### src/rtl/rot_arbiter_pkg.sv
// Shared state encoding and datapath widths for the round-robin rotate arbiter.
package rot_arbiter_pkg;
  localparam int DATA_W = 8;
  localparam int AMT_W  = 3;

  typedef enum logic [1:0] {IDLE, ROT, RESP} state_t;
endpackage

### src/rtl/rot_core.sv
// Purely combinational 8-bit right rotate by 0..7: y[i] = a[(i+amt) mod 8].
module rot_core import rot_arbiter_pkg::*; (
  input  logic [DATA_W-1:0] a,
  input  logic [AMT_W-1:0]  amt,
  output logic [DATA_W-1:0] y
);

  logic [AMT_W-1:0] idx;

  // The 3-bit index add wraps modulo 8 on its own.
  always_comb begin
    y   = '0;
    idx = '0;
    for (int i = 0; i < DATA_W; i++) begin
      idx  = AMT_W'(i) + amt;
      y[i] = a[idx];
    end
  end

endmodule

### src/rtl/rot_arbiter.sv
// Round-robin arbiter sharing one rot_core between NREQ requesters.
// Optional macro ROT_ARBITER_DIR_EN adds per-job rotate direction (req_dir/rsp_dir).
module rot_arbiter import rot_arbiter_pkg::*; #(
  parameter int NREQ = 4,
  parameter int ID_W = 2
) (
  input  logic                   clk,
  input  logic                   reset,
  input  logic [NREQ-1:0]        req_valid,
  output logic [NREQ-1:0]        req_ready,
  input  logic [DATA_W*NREQ-1:0] req_data,
  input  logic [AMT_W*NREQ-1:0]  req_amt,
  output logic                   rsp_valid,
  input  logic                   rsp_ready,
  output logic [DATA_W-1:0]      rsp_data,
  output logic [ID_W-1:0]        rsp_id
`ifdef ROT_ARBITER_DIR_EN
  ,
  input  logic [NREQ-1:0]        req_dir,
  output logic                   rsp_dir
`endif
);

  localparam int SW = ID_W + 1;

  state_t            state, state_nxt;
  logic [ID_W-1:0]   last_id;
  logic [ID_W-1:0]   win_id;
  logic              win_found;
  logic [SW-1:0]     scan;
  logic [DATA_W-1:0] sel_data, cap_data, rot_y;
  logic [AMT_W-1:0]  sel_amt, cap_amt, eff_amt;
  logic [ID_W-1:0]   cap_id;
`ifdef ROT_ARBITER_DIR_EN
  logic              sel_dir, cap_dir;
`endif

  // Scan last_id+1, last_id+2, ... modulo NREQ; first valid requester wins.
  always_comb begin
    win_found = 1'b0;
    win_id    = '0;
    scan      = '0;
    for (int k = 1; k <= NREQ; k++) begin
      scan = {1'b0, last_id} + SW'(k);
      if (scan >= SW'(NREQ))
        scan = scan - SW'(NREQ);
      if (!win_found && req_valid[scan[ID_W-1:0]]) begin
        win_found = 1'b1;
        win_id    = scan[ID_W-1:0];
      end
    end
  end

  always_ff @(posedge clk) begin
    if (reset)
      state <= IDLE;
    else
      state <= state_nxt;
  end

  always_comb begin
    state_nxt = state;
    req_ready = '0;
    sel_data  = '0;
    sel_amt   = '0;
`ifdef ROT_ARBITER_DIR_EN
    sel_dir   = 1'b0;
`endif
    for (int i = 0; i < NREQ; i++) begin
      if (win_id == ID_W'(i)) begin
        sel_data = req_data[i*DATA_W +: DATA_W];
        sel_amt  = req_amt[i*AMT_W +: AMT_W];
`ifdef ROT_ARBITER_DIR_EN
        sel_dir  = req_dir[i];
`endif
        req_ready[i] = (state == IDLE) && win_found;
      end
    end
    case (state)
      IDLE:    if (win_found) state_nxt = ROT;
      ROT:     state_nxt = RESP;
      RESP:    if (rsp_ready) state_nxt = IDLE;
      default: state_nxt = IDLE;
    endcase
  end

  // Left rotate by k is a right rotate by (8-k) mod 8, i.e. the negated amount.
`ifdef ROT_ARBITER_DIR_EN
  assign eff_amt = cap_dir ? (AMT_W'(0) - cap_amt) : cap_amt;
`else
  assign eff_amt = cap_amt;
`endif

  rot_core u_rot_core (
    .a   (cap_data),
    .amt (eff_amt),
    .y   (rot_y)
  );

  always_ff @(posedge clk) begin
    if (reset) begin
      last_id  <= ID_W'(NREQ - 1);
      cap_data <= '0;
      cap_amt  <= '0;
      cap_id   <= '0;
      rsp_data <= '0;
      rsp_id   <= '0;
`ifdef ROT_ARBITER_DIR_EN
      cap_dir  <= 1'b0;
      rsp_dir  <= 1'b0;
`endif
    end else begin
      if (state == IDLE && win_found) begin
        cap_data <= sel_data;
        cap_amt  <= sel_amt;
        cap_id   <= win_id;
        last_id  <= win_id;
`ifdef ROT_ARBITER_DIR_EN
        cap_dir  <= sel_dir;
`endif
      end
      if (state == ROT) begin
        rsp_data <= rot_y;
        rsp_id   <= cap_id;
`ifdef ROT_ARBITER_DIR_EN
        rsp_dir  <= cap_dir;
`endif
      end
    end
  end

  assign rsp_valid = (state == RESP);

endmodule

### config.mk
export PLATFORM = sky130hd
export DESIGN_NAME = rot_arbiter
export DESIGN_NICKNAME = d
export VERILOG_FILES = /design/src/rtl/rot_arbiter_pkg.sv /design/src/rtl/rot_core.sv /design/src/rtl/rot_arbiter.sv
export SDC_FILE = /design/constraint.sdc
export NUM_CORES = 1
export LEC_CHECK = 0
export ABC_AREA = 1
export BUFFER_PORTS_ARGS = -buffer_cell sky130_fd_sc_hd__buf_2
export CORE_ASPECT_RATIO = 0.75
export CORE_MARGIN = 3
export CORE_UTILIZATION = 51
export DETAILED_ROUTE_END_ITERATION = 12
export PLACE_DENSITY = 0.85
export SYNTH_ARGS = -nofsm -noshare
export SYNTH_HDL_FRONTEND = slang
export SYNTH_SLANG_ARGS = --single-unit
### constraint.sdc
create_clock -name clk -period 2.3 [get_ports clk]
set_clock_uncertainty 0.1 [all_clocks]
set_input_delay 0.345 -clock clk [delete_from_list [all_inputs] [get_ports clk]]
set_output_delay 0.345 -clock clk [all_outputs]
set_load 0.01 [all_outputs]
==> flow_metrics.env <==
export IMPL_power_density_nw_per_um2=1640
export IMPL_gp_congestion=0.835
export IMPL_synthFlopType="dfxtp_1"
export IMPL_crit_arrival_ns=1.85
export IMPL_critPathKind="register to output port"
export IMPL_path_clk_slew_ns=0.09
export IMPL_crit_fanout=7
export IMPL_path_depth=10
export IMPL_drive_above_1_share=0.333
export IMPL_die_area_sq_um=4800
export IMPL_fin_hold_ws_ns=0.221
export IMPL_fin_crit_ns=2.30
export IMPL_p_leak_uw=0.00143
export IMPL_cpLargestDelayFamily="simple AND/OR/NAND/NOR gates"
export IMPL_clock_sinks=27
export IMPL_cp_start_kind="register"
export IMPL_cpPeakStageDelay_ns=0.42
export IMPL_area_growth_syn_to_layout_pct=31.7
export IMPL_io_buffers=65
export IMPL_layout_commonest_cell="nand2_1"
export IMPL_yosys_cell_types_count=31
export IMPL_avgSynthCellArea_sq_um=5.96
export IMPL_setup_slack_ns=0.00387
export IMPL_worstReg2RegStart="last_id[0]$_SDFFE_PP1N_"
export IMPL_cts_buffer_depth=2
export IMPL_cp_common_cell="nand2_2"
export IMPL_dpl_hpwl_microns=3950
export IMPL_min_period_over_period=0.998
export IMPL_place_ws_ns=0.0441
export IMPL_path_buf_inv=3
export IMPL_reg2reg_to="cap_data[4]$_SDFFE_PP0N_"
export IMPL_cts_root_buf="clkbuf_8"
export IMPL_htreeDepth=1
export IMPL_ys_ff_latch=27
export IMPL_cts_buffers=3
export IMPL_rsz0062_at_grt="true"
export IMPL_grt_pass1_vias=2014
export IMPL_io_pins=66
export IMPL_drc_errors=0
export IMPL_cp_startpoint="last_id[0]$_SDFFE_PP1N_"
export IMPL_final_hold_violation_count=0
export IMPL_p_total_uw=4420
export IMPL_yosysSeqAreaShare=0.265
export IMPL_reg2reg_depth=15
export IMPL_num_vias=2348
export IMPL_critical_path_endpoint_type="output port"
export IMPL_yosysTopAreaCellShare=0.265
export IMPL_dr_first_iter_drc_count=97
export IMPL_rrSetupSlack_ns=0.20
export IMPL_final_core_util=0.715
export IMPL_synth_edf_count=0
export IMPL_die_h_microns=60.8
export IMPL_clock_latency_ns=0.27
export IMPL_synth_largest_area_cell="dfxtp_1"
export IMPL_num_rows=19
export IMPL_tightest_slew_ns=0.549
export IMPL_layout_nets=472
export IMPL_grt_use_total=0.214
export IMPL_synth_async_reset_ratio=0
export IMPL_cp_cell_sequence="buf_12 > nand2_1 > nand3_1 > nand2_2 > a21oi_2 > nand2_2 > nand2_8 > inv_4 > nor3_2 > buf_2"
export IMPL_initial_core_util=0.543
export IMPL_syn_nets=395
export IMPL_ant_nets=0
export IMPL_holdCritPathClass="input port to register"
export IMPL_drt_pass1_iter_count=4
export IMPL_synth_cell_area_sq_um=2040
export IMPL_avgRoutedWirePerCell_microns=11.4
export IMPL_peakVddDrop_uv=1030
export IMPL_ys_warn_count=0
export IMPL_core_area_sq_um=3760
export IMPL_synthCells=342
export IMPL_finalMaxSlewViolations=0
export IMPL_setup_violations=0
export IMPL_antenna_found_initial=0
export IMPL_crit_path_end="req_ready[0]"
export IMPL_wirelength_microns=5360
export IMPL_maxCapViolCount=0
export IMPL_ys_top_cells_by_area="dfxtp_1 27%, nand2_1 22%, nand3_1 9.3%"
export IMPL_ctsHoldBuffers=0
export IMPL_grt_max_degree=19
export IMPL_routed_via_density=5.00
export IMPL_cts_tree="yes"
export IMPL_cp_data_required_time_ns=1.86
export IMPL_final_cell_mix="103 x nand2_1, 65 x buf_2, 37 x nand3_1"
export IMPL_antenna_cells=0
export IMPL_cp_slowest_cell="dfxtp_4"
export IMPL_die_w_microns=79.0
export IMPL_grt_overflow_total=0
export IMPL_grt_pass1_wl_microns=8380
export IMPL_outcome="complete, no violations"
export IMPL_fmax_mhz=436
export IMPL_max_slew_margin_rel=0.633
## flip-flops by register name, summed over array words and instances (netlist names)
signal and cells:
cap_id 2, state 2, rsp_id 2, cap_amt 3, cap_data 8, rsp_data 8, last_id 2
## per-layer routing
| metal | GRT usage | vias up | wire length, microns |
|---|---|---|---|
| met2 | 0.391 | 70 | 2560 |
| li1 | - | 1238 | - |
| met1 | 0.276 | 1040 | 2510 |
| met3 | 0.0401 | 0 | 293 |
| met5 | 0 | - | 0 |
| met4 | 0.0270 | 0 | 0 |
## power breakdown
group          total, uW  internal (uW)  leakage, uW  switching, uW
sequential           811            660     0.000223            151
combinational       3340           1310      0.00118           2040
clock                266            124    0.0000228            142
total               4420           2090      0.00143           2330
## timing repair
action                     4_1_cts  5_1_grt
setup buffers                    6        8
setup endpoints to repair        4       13
pin swaps                        5       23
resized for setup                7       40
## cell type report
| class | instances | area, sq um |
|---|---|---|
| multi-input combinational | 259 | 1370 |
| fill | 344 | 1070 |
| sequential | 27 | 548 |
| timing repair buffer | 84 | 480 |
| inverter | 44 | 180 |
| tap | 52 | 65.1 |
| clock buffer | 4 | 45.0 |
## kinds of logic (layout without fill, tap and decap cells)
kind of cell	count (synthesis)	in the layout	synth area share
AO/OA/AOI/OAI	39	39	0.117
buffers and inverters	56	132	0.124
AND/OR/NAND/NOR	215	215	0.469
flip-flops	27	27	0.265
adder cells (fa/ha/maj)	2	2	0.0123
XOR/XNOR	3	3	0.0129
## Yosys cell counts (5+ instances only)
cell type  number
nand2_1       120
nand3_1        38
inv_1          36
nor2_1         36
dfxtp_1        27
o21ai_0        13
o211ai_1       10
nand2_2         8
o21ai_1         7
clkbuf_1        5
## worst min path at each step
stage                                       from                     end  slack (ns)  cells past startpoint
after global routing                   rsp_ready   state[1]$_SDFFE_PP0P_        0.24                      4
after floorplan           cap_id[0]$_SDFFE_PP0N_  cap_id[0]$_SDFFE_PP0N_        0.34                      2
after detailed placement  cap_id[1]$_SDFFE_PP0N_  cap_id[1]$_SDFFE_PP0N_        0.36                      2
after global placement    cap_id[1]$_SDFFE_PP0N_  cap_id[1]$_SDFFE_PP0N_        0.35                      2
final                                  rsp_ready   state[1]$_SDFFE_PP0P_        0.22                      4
after CTS                              rsp_ready   state[1]$_SDFFE_PP0P_        0.22                      4
## worst reg2reg max path, stage by stage, from the launching register on
cell and delay [ns]:
dfxtp_4 0.39, buf_12 0.14, nand2_4 0.06, nand2_4 0.06, nand2_4 0.07, nand2_4 0.06
nor2_4 0.13, nand4_1 0.17, nand2_4 0.18, buf_4 0.20, inv_2 0.11, nand3_1 0.08
nand2_1 0.06, nor2_1 0.12, nor2_1 0.05, nor2_1 0.07
## through the flow
step                      cells  setup TNS, ns  instance area, sq um
after floorplan             342              0                  2040
after global placement      453              0                  2390
after detailed placement    453              0                  2390
after CTS                   463        -0.0288                  2500
after global routing        470         -0.394                  2690
final                       470              0                  2690
No activity file was read; power rests on OpenSTA's default activity.
